`src/rtl/shot_sequencer.sv`:
```
// rtl/shot_sequencer.sv - per-run trigger/acquire shot sequencer between the DSP register bank and the DSP core
module shot_sequencer #(
  parameter int NSHOT_WIDTH   = 32,
  parameter int DELAY_WIDTH   = 16,
  parameter int PERIOD_WIDTH  = 24,
  parameter int TIMEOUT_WIDTH = 24
) (
  input  logic                     i_clk,
  input  logic                     i_reset,
  input  logic                     i_stb_start,
  input  logic                     i_stb_abort,
  input  logic [NSHOT_WIDTH-1:0]   i_nshot,
  input  logic                     i_resetacc,
  input  logic [DELAY_WIDTH-1:0]   i_delayaftertrig,
  input  logic [PERIOD_WIDTH-1:0]  i_shotperiod,
  input  logic [TIMEOUT_WIDTH-1:0] i_acqtimeout,
  input  logic                     i_procdone,
  output logic                     o_trig,
  output logic                     o_acq_en,
  output logic                     o_accclear,
  output logic                     o_busy,
  output logic [NSHOT_WIDTH-1:0]   o_shotcnt,
  output logic                     o_lastshotdone,
  output logic                     o_timeout_err,
  output logic                     o_aborted
);

  typedef enum logic [2:0] {
    S_IDLE,
    S_ARM,
    S_TRIG,
    S_DELAY,
    S_ACQ,
    S_GAP
  } state_t;

  localparam logic [NSHOT_WIDTH-1:0]   N_ONE = NSHOT_WIDTH'(1);
  localparam logic [DELAY_WIDTH-1:0]   D_ONE = DELAY_WIDTH'(1);
  localparam logic [PERIOD_WIDTH-1:0]  P_ONE = PERIOD_WIDTH'(1);
  localparam logic [TIMEOUT_WIDTH-1:0] T_ONE = TIMEOUT_WIDTH'(1);

  state_t                   r_state;
  logic [NSHOT_WIDTH-1:0]   r_nshot;
  logic [DELAY_WIDTH-1:0]   r_delay;
  logic [PERIOD_WIDTH-1:0]  r_period;
  logic [TIMEOUT_WIDTH-1:0] r_timeout;
  logic [PERIOD_WIDTH-1:0]  r_pcnt;
  logic [DELAY_WIDTH-1:0]   r_dcnt;
  logic [TIMEOUT_WIDTH-1:0] r_tcnt;
  logic [NSHOT_WIDTH-1:0]   r_shotcnt;
  logic                     r_trig;
  logic                     r_acq_en;
  logic                     r_accclear;
  logic                     r_busy;
  logic                     r_lastshotdone;
  logic                     r_timeout_err;
  logic                     r_aborted;

  logic [NSHOT_WIDTH-1:0]   w_shotcnt_nxt;
  logic                     w_period_met;

  assign w_shotcnt_nxt = r_shotcnt + N_ONE;
  // True when a trigger issued next cycle lands at or after T + shotperiod.
  assign w_period_met  = ({1'b0, r_pcnt} + {{PERIOD_WIDTH{1'b0}}, 1'b1}) >= {1'b0, r_period};

  always_ff @(posedge i_clk or posedge i_reset) begin
    if (i_reset) begin
      r_state        <= S_IDLE;
      r_nshot        <= '0;
      r_delay        <= '0;
      r_period       <= '0;
      r_timeout      <= '0;
      r_pcnt         <= '0;
      r_dcnt         <= '0;
      r_tcnt         <= '0;
      r_shotcnt      <= '0;
      r_trig         <= 1'b0;
      r_acq_en       <= 1'b0;
      r_accclear     <= 1'b0;
      r_busy         <= 1'b0;
      r_lastshotdone <= 1'b0;
      r_timeout_err  <= 1'b0;
      r_aborted      <= 1'b0;
    end else begin
      r_trig     <= 1'b0;
      r_accclear <= 1'b0;

      if (r_state == S_TRIG) begin
        r_pcnt <= P_ONE;
      end else if (r_state != S_IDLE && r_pcnt != '1) begin
        r_pcnt <= r_pcnt + P_ONE;
      end

      if (r_state != S_IDLE && i_stb_abort) begin
        r_state   <= S_IDLE;
        r_busy    <= 1'b0;
        r_acq_en  <= 1'b0;
        r_aborted <= 1'b1;
      end else begin
        case (r_state)
          S_IDLE: begin
            if (i_stb_start) begin
              r_nshot        <= i_nshot;
              r_delay        <= i_delayaftertrig;
              r_period       <= i_shotperiod;
              r_timeout      <= i_acqtimeout;
              r_shotcnt      <= '0;
              r_timeout_err  <= 1'b0;
              r_aborted      <= 1'b0;
              r_lastshotdone <= (i_nshot == '0);
              if (i_nshot != '0) begin
                r_state    <= S_ARM;
                r_busy     <= 1'b1;
                r_accclear <= i_resetacc;
              end
            end
          end
          S_ARM: begin
            r_state <= S_TRIG;
            r_trig  <= 1'b1;
          end
          S_TRIG: begin
            if (r_delay == '0) begin
              r_state  <= S_ACQ;
              r_acq_en <= 1'b1;
              r_tcnt   <= T_ONE;
            end else begin
              r_state <= S_DELAY;
              r_dcnt  <= D_ONE;
            end
          end
          S_DELAY: begin
            if (r_dcnt == r_delay) begin
              r_state  <= S_ACQ;
              r_acq_en <= 1'b1;
              r_tcnt   <= T_ONE;
            end else begin
              r_dcnt <= r_dcnt + D_ONE;
            end
          end
          S_ACQ: begin
            // procdone takes priority over a timeout landing in the same cycle.
            if (i_procdone) begin
              r_acq_en  <= 1'b0;
              r_shotcnt <= w_shotcnt_nxt;
              if (w_shotcnt_nxt == r_nshot) begin
                r_state        <= S_IDLE;
                r_busy         <= 1'b0;
                r_lastshotdone <= 1'b1;
              end else if (w_period_met) begin
                r_state <= S_TRIG;
                r_trig  <= 1'b1;
              end else begin
                r_state <= S_GAP;
              end
            end else if (r_timeout != '0 && r_tcnt == r_timeout) begin
              r_state       <= S_IDLE;
              r_acq_en      <= 1'b0;
              r_busy        <= 1'b0;
              r_timeout_err <= 1'b1;
            end else if (r_timeout != '0) begin
              r_tcnt <= r_tcnt + T_ONE;
            end
          end
          S_GAP: begin
            if (w_period_met) begin
              r_state <= S_TRIG;
              r_trig  <= 1'b1;
            end
          end
          default: r_state <= S_IDLE;
        endcase
      end
    end
  end

  assign o_trig         = r_trig;
  assign o_acq_en       = r_acq_en;
  assign o_accclear     = r_accclear;
  assign o_busy         = r_busy;
  assign o_shotcnt      = r_shotcnt;
  assign o_lastshotdone = r_lastshotdone;
  assign o_timeout_err  = r_timeout_err;
  assign o_aborted      = r_aborted;

endmodule

```
`config.mk`:
```
export PLATFORM = sky130hd
export DESIGN_NAME = shot_sequencer
export DESIGN_NICKNAME = d
export VERILOG_FILES = /design/src/rtl/shot_sequencer.sv
export SDC_FILE = /design/constraint.sdc
export NUM_CORES = 1
export LEC_CHECK = 0
export BUFFER_PORTS_ARGS = -buffer_cell sky130_fd_sc_hd__buf_4
export CAP_MARGIN = 20
export CORE_MARGIN = 2
export CORE_UTILIZATION = 63
export DETAILED_ROUTE_END_ITERATION = 12
export HOLD_SLACK_MARGIN = 0.05
export PLACE_DENSITY = 0.86
export SYNTH_ARGS = -nofsm -noshare
export SYNTH_HDL_FRONTEND = slang
export SYNTH_SLANG_ARGS = --single-unit
```
`constraint.sdc`:
```
create_clock -name i_clk -period 11.58 [get_ports i_clk]
set_input_delay 2.316 -clock i_clk [delete_from_list [all_inputs] [get_ports i_clk]]
set_output_delay 2.316 -clock i_clk [all_outputs]
set_load 0.1 [all_outputs]
```
==> results of run 1 <==
-- area by class of cell --
class / instances / share of cell area
multi-input cells: 1018 / 0.443
flip-flops and latches: 202 / 0.380
repair buffers: 148 / 0.0834
clock buffers: 28 / 0.0469
well taps: 229 / 0.0215
clock inverters: 12 / 0.0145
inverters: 36 / 0.0107
-- power by group --
group / total, mW / switching [mW] / internal, mW
Sequential: 1.09 / 0.187 / 0.901
Combinational: 0.965 / 0.604 / 0.361
Clock: 0.787 / 0.294 / 0.493
-- cell families (layout without fill, tap and decap cells) --
kind of cell	count (synthesis)	after routing
buffers and inverters	91	224
multiplexers	7	7
adder cells (fa/ha/maj)	28	28
AO/OA/AOI/OAI	194	194
XOR/XNOR	155	155
AND/OR/NAND/NOR	634	634
flip-flops	202	202
-- synth_stat cells, types with 3 or more instances --
| cell | n |
|---|---|
| ha_1 | 28 |
| xor2_1 | 78 |
| nand2b_1 | 4 |
| mux2i_1 | 6 |
| nor2_1 | 99 |
| nand2_1 | 325 |
| clkbuf_1 | 45 |
| o21ai_0 | 90 |
| nand4_1 | 40 |
| a31oi_1 | 7 |
| a21o_1 | 8 |
| o21a_1 | 3 |
| nor4_1 | 31 |
| clkbuf_2 | 3 |
| and4_1 | 8 |
| buf_4 | 3 |
| nor2b_1 | 3 |
| inv_1 | 36 |
| nor3_1 | 19 |
| nand3_1 | 39 |
| o41ai_1 | 7 |
| a21oi_1 | 39 |
| dfrtp_1 | 202 |
| and3_1 | 15 |
| or3_1 | 21 |
| o31ai_1 | 15 |
| nor3_4 | 3 |
| and2_1 | 12 |
| buf_2 | 4 |
| xnor2_1 | 77 |
-- state kept, by name (all words and copies together) (netlist names), 3 cells and up --
| register | flops |
|---|---|
| r_nshot | 32 |
| r_tcnt | 24 |
| r_state | 3 |
| r_delay | 16 |
| r_period | 24 |
| r_timeout | 24 |
| r_pcnt | 24 |
| o_shotcnt | 32 |
| r_dcnt | 16 |
-- worst max-delay path by stage --
stage,start,end
after floorplan,i_reset,o_aborted$_DFFE_PP0P_
after global placement,i_stb_start,o_shotcnt[22]$_DFFE_PP0P_
after detailed placement,i_stb_start,o_shotcnt[9]$_DFFE_PP0P_
after CTS,r_pcnt[0]$_DFFE_PP0P_,r_state[1]$_DFFE_PP0P_
after global routing,r_pcnt[0]$_DFFE_PP0P_,r_state[1]$_DFFE_PP0P_
final,r_pcnt[0]$_DFFE_PP0P_,r_state[1]$_DFFE_PP0P_
-- worst register-to-register path: cells and delay by family (launching register included) --
kind	cells	cell delay, ps
and+or+nand+nor	8	1960
xor gates and xnor gates	1	210
AOI/OAI and AO/OA	7	1280
DFF	1	430
adders and majority gates	2	550
-- routing by layer --
layer | GRT usage | routed length (um) | vias up
met5 | 0 | 0 | -
met4 | 0.128 | 1280 | 0
met3 | 0.0513 | 2010 | 108
met2 | 0.506 | 14200 | 447
met1 | 0.415 | 12100 | 4821
li1 | - | - | 4710
==> metrics, run 1 <==
pin count of the biggest net entering global routing=136; Fill cells=1246; CP max-delay cell=or4b_2; number of buffer cells added on primary ports=140; synthesized-area fraction occupied by ao, oa, aoi and oai cells=0.103; number of buffers between clock root and the deepest sink=3; share of synthesized area occupied by flip-flops and latches=0.447; element type at the critical path end=register; number of storage elements in the synthesis netlist=202; Avg Synthesized Cell Area=8.63 um2; commonest non-fill, non-tap cells in the layout=nand2_1, dfrtp_1, buf_4; setup repair after global routing missed its margin=false; average wire per standard cell=17.7 um; fraction of layout instances using a drive strength above 1=0.145; family with the most delay on the worst path=simple AND/OR/NAND/NOR gates; # Post-CTS Setup Buffers=0; via count of the first global-routing pass=9990; Worst Setup Start Kind=register; Most used DFF post-synth=dfrtp_1; post-synthesis cell area=~11000 um2; GRT Resource Usage Total=0.310; Die Ht=between 100 and 150 um; maximum fanout along the worst path=7; number of max-slew violations in the final report=0; CP Cell Sequence=ha_1, nand3_2, nor2_2, nand3_2, nor2_1, nand3_1, nor2_1, xor2_1, ha_1, a21oi_1, nor2b_1, o21ai_0, or4b_2, a21oi_1, o211a_2, a211oi_2, a31oi_1, o31ai_1; die footprint=19000 um2; sum of routed wire length over all layers=29.6 mm; total instance count after detailed placement=1632; hold path endpoint=r_nshot[28]$_DFFE_PP0P_; combinational family with the most area after synthesis=simple AND/OR/NAND/NOR gates; post-synth cell types=62; worst setup slack after placement=7230 ps; clock insertion delay at the later pin of the skew report=500 ps; power per unit of standard cell area=between 200 and 250 nW/um2; final sum of negative setup slack=0 ps; sum of overflow across all layers after global routing=0; drt first-iter violations=roughly 1000; Horiz. Die Dim=138 um; Syn Nets=1441; final setup margin=7030 ps; hold path depth=2; CTS clock-pin slew for the worst setup and hold paths=70 ps; global placer's final weighted congestion=0.902; cell at the root of the clock tree=clkbuf_16; leading cell type in the layout, fill and taps excluded=nand2_1; max_cap viols=0; post-synthesis share of cell area spent on xor and xnor gates=0.120; Leakage Power=6.42 nW; Arrival @ worst endpoint=4930 ps; Final Hold Viols=0; warning count from the yosys run=0; post-route core utilization=0.749; fraction of the mapped netlist area in simple logic gates=0.261; Finished Layout Cells=1673; wire length of the first global-routing pass=49.3 mm; TritonCTS clock tree=built; Slew headroom=0.334; area growth from synthesis to layout=17.7%; sink count of the clock tree=202; adder and majority cell fraction of the synthesized area=0.0310; Remaining DRCs=0; area occupied by multi-input gates=5900 um2; post-route clock skew=~8.6 ps; cts bufs inserted=22; via density per instance=6.03; H-tree levels=1; final antenna diode count=0; largest area contributor in the netlist=dfrtp_1; type of the most critical hold path=register to register; number of flops mapped to enable cells by yosys=0; final setup violating endpoints=0; Required @ worst endpoint=around 12000 ps; origin of the critical flop-to-flop path=r_pcnt[0]$_DFFE_PP0P_; top cells by area, synth=dfrtp_1, nand2_1, xor2_1; number of iterations in the first detailed-routing pass=5; Total Power=2.84 mW; antenna violations before repair=0; largest voltage drop on the vdd net=157 uV; hold path startpoint=r_nshot[28]$_DFFE_PP0P_; floorplan row count=49; mux contribution to synthesized area=0.00630; worst path buffer plus inverter count=0; starting density of the core=0.636; synthesized instance count=1311; type of the worst setup path=register to register; cts repair resizes=0; Final Cycle Share=0.393; outcome=finished, final reports clean; critical path's largest stage delay=a little over 600 ps; worst-margin pin slew=998 ps; number of vias in the routed layout=10086; Hold Buf Count CTS=0; HPWL after detailed placement=20.4 mm; number of I/O pins=141; core region area=17800 um2; cell depth of the worst flop-to-flop path=18; path length in cells of the critical path=18; hold slack=503 ps; area occupied by registers=slightly above 5000 um2; ANT nets after route=0; fraction of post-synthesis cell area in the top cell type by area=0.447; area post-placement=12500 um2; Finished Cell Area=13300 um2; highest attainable clock frequency=about 220 MHz; Post-synth ARST share=1.00; worst-case register-to-register setup slack=7030 ps; post-route minimum period=4550 ps; Reg-to-Reg End=r_state[1]$_DFFE_PP0P_; Post-layout nets=1558
(Power assumes the default switching activity.)
==> run 2: changes to the inputs <==
CORE_UTILIZATION = 53   (was 63)
PLACE_DENSITY = 0.77   (was 0.86)
clock period = 3.91 ns   (was 11.58 ns; I/O delays follow)
==> metrics, run 2 (synthesized netlist as in run 1, its figures left out) <==
outcome=finished, final reports clean (unchanged); number of buffers between clock root and the deepest sink=3 (unchanged); leading cell type in the layout, fill and taps excluded=nand2_1 (unchanged); drt first-iter violations=696 (was 1031); HPWL after detailed placement=20.6 mm (was 20.4 mm); via density per instance=5.66 (was 6.03); cell at the root of the clock tree=clkbuf_16 (unchanged); Fill cells=1758 (was 1246); antenna violations before repair=0 (unchanged); number of I/O pins=141 (unchanged); Slew headroom=0.350 (was 0.334); internal power=5.09 mW (was 1.76 mW); core region area=21000 um2 (was 17800 um2); Gate power share=0.353 (was 0.340); global-route layer with the greatest usage=met2 (unchanged); maximum fanout along the worst path=5 (was 7); type of the most critical hold path=input pin to asynchronous set/reset pin (was register to register); post-route core utilization=0.646 (was 0.749); via count of the first global-routing pass=9490 (was 9990); element type at the critical path end=register (unchanged); H-tree levels=1 (unchanged); fraction of layout instances using a drive strength above 1=0.159 (was 0.145); Arrival @ worst endpoint=4110 ps (was 4930 ps); number of iterations in the first detailed-routing pass=6 (was 5); max_cap viols=0 (unchanged); number of buffer cells added on primary ports=140 (unchanged); Leakage Power=6.47 nW (was 6.42 nW); area post-placement=12700 um2 (was 12500 um2); global placer's final weighted congestion=0.907 (was 0.902); area growth from synthesis to layout=19.7% (was 17.7%); die footprint=22500 um2 (was 19000 um2); hold slack=444 ps (was 503 ps); GR Layer Usage met3=0.0391 (was 0.0513); starting density of the core=0.540 (was 0.636); floorplan row count=53 (was 49); Final Hold Viols=0 (unchanged); cell depth of the worst flop-to-flop path=15 (was 18); sequential power share=0.388 (was 0.383); sink count of the clock tree=202 (unchanged); highest attainable clock frequency=268 MHz (was 220 MHz); Worst Setup Start Kind=register (unchanged); switching share of power=0.383 (was 0.382); final setup violating endpoints=0 (unchanged); number of max-slew violations in the final report=0 (unchanged); GR met1 Demand/Resource=0.345 (was 0.415); power per unit of standard cell area=609 nW/um2 (was 213 nW/um2); sum of overflow across all layers after global routing=0 (unchanged); Required @ worst endpoint=4290 ps (was 11960 ps); Die Ht=150 um (was 138 um); final antenna diode count=0 (unchanged); post-route clock skew=6.78 ps (was 8.58 ps); cts bufs inserted=23 (was 22); Finished Cell Area=13500 um2 (was 13300 um2); commonest non-fill, non-tap cells in the layout=nand2_1, dfrtp_1, buf_4 (unchanged); worst-case register-to-register setup slack=170 ps (was 7030 ps); post-route minimum period=3740 ps (was 4550 ps); GRT Resource Usage Total=0.255 (was 0.310); net switching power=3.16 mW (was 1.08 mW); Post-layout nets=1577 (was 1558); wire length of the first global-routing pass=46.7 mm (was 49.3 mm); ANT nets after route=0 (unchanged); sum of routed wire length over all layers=28.8 mm (was 29.6 mm); worst-margin pin slew=971 ps (was 998 ps); average wire per standard cell=16.6 um (was 17.7 um); pin count of the biggest net entering global routing=104 (was 136); Hold Buf Count CTS=0 (unchanged); area occupied by registers=5050 um2 (unchanged); share of power burned in the clock network=0.259 (was 0.277); CTS clock-pin slew for the worst setup and hold paths=60 ps (was 70 ps); Remaining DRCs=0 (unchanged); largest voltage drop on the vdd net=314 uV (was 157 uV); Horiz. Die Dim=150 um (was 138 um); number of vias in the routed layout=9824 (was 10086); Final Cycle Share=0.956 (was 0.393); GR met2 Demand/Resource=0.428 (was 0.506); type of the worst setup path=register to register (unchanged); area occupied by multi-input gates=5980 um2 (was 5900 um2); TritonCTS clock tree=built (unchanged); clock insertion delay at the later pin of the skew report=510 ps (was 500 ps)
run 2: changes by cell type in the layout (fill, tap and decap cells not counted), sizes merged:
cell,change
buf,+18
clkbuf,+7
bufinv,-3
clkinv,-3
inv,-1
run 2: stage by stage:
| step | std cells | TNS, ps | power, mW | setup slack (ps) |
|---|---|---|---|---|
| 2_1_floorplan | 1311 | 0 | 5.25 | 134 |
| 3_3_place_gp | 1690 | 0 | 5.98 | 38.6 |
| 3_5_place_dp | 1690 | -143 | 6.08 | -117 |
| 4_1_cts | 1731 | 0 | 8.27 | 25.0 |
| 5_1_grt | 1737 | -21.6 | 8.83 | -19.7 |
| 6_report | 1737 | 0 | 8.25 | 174 |
run 2: final timing paths:
path,start,end
worst max-delay path,r_pcnt[1]$_DFFE_PP0P_,r_state[1]$_DFFE_PP0P_
worst min-delay path,i_reset,o_shotcnt[18]$_DFFE_PP0P_
worst max register to register,r_pcnt[1]$_DFFE_PP0P_,r_state[1]$_DFFE_PP0P_
worst min register to register,o_aborted$_DFFE_PP0P_,o_aborted$_DFFE_PP0P_
max in group asynchronous,i_reset,r_delay[7]$_DFFE_PP0P_
min in group i_clk,i_delayaftertrig[11],r_delay[11]$_DFFE_PP0P_
run 2: metal layers:
layer	vias to the layer above	part of all wire
li1	4748	-
met3	56	0.067
met5	-	0
met2	304	0.48
met4	0	0.022
met1	4716	0.43
run 2: final cells by class:
cell class,count,area share
Sequential cell,202,0.373
Clock buffer,35,0.0495
Clock inverter,5,0.00591
Timing Repair Buffer,166,0.0939
Inverter,36,0.0103
Multi-Input combinational cell,1018,0.442
Tap cell,275,0.0254
run 2: critical path, cell delays in order (launching register included):
cell and delay, ps:
dfrtp_1 410, ha_4 190, nand3_4 110, nor2_4 140, nand3_4 120, or4_4 550, xnor2_1 140, ha_1 310
a21oi_1 120, o21ai_1 90, or4b_2 640, a21oi_1 140, o211a_2 230, a211oi_2 90, a31oi_1 210, o31ai_1 110
run 2: power by group through the flow:
| stage | clock [mW] | combinational (mW) | sequential (mW) |
|---|---|---|---|
| 6_report | 2.14 | 2.91 | 3.20 |
| 5_1_grt | 2.29 | 3.27 | 3.27 |
| 4_1_cts | 2.18 | 2.90 | 3.19 |
| 3_5_place_dp | 0 | 2.86 | 3.22 |
| 3_3_place_gp | 0 | 2.78 | 3.20 |
| 2_1_floorplan | 0 | 2.01 | 3.23 |
run 2: what timing repair did:
| action | CTS | global route |
|---|---|---|
| resized for setup | 3 | 14 |
| hold endpoints to repair | 0 | 0 |
| pin swaps | 1 | 5 |
| buffers inserted | 1 | 6 |
| setup endpoints to repair | 2 | 4 |
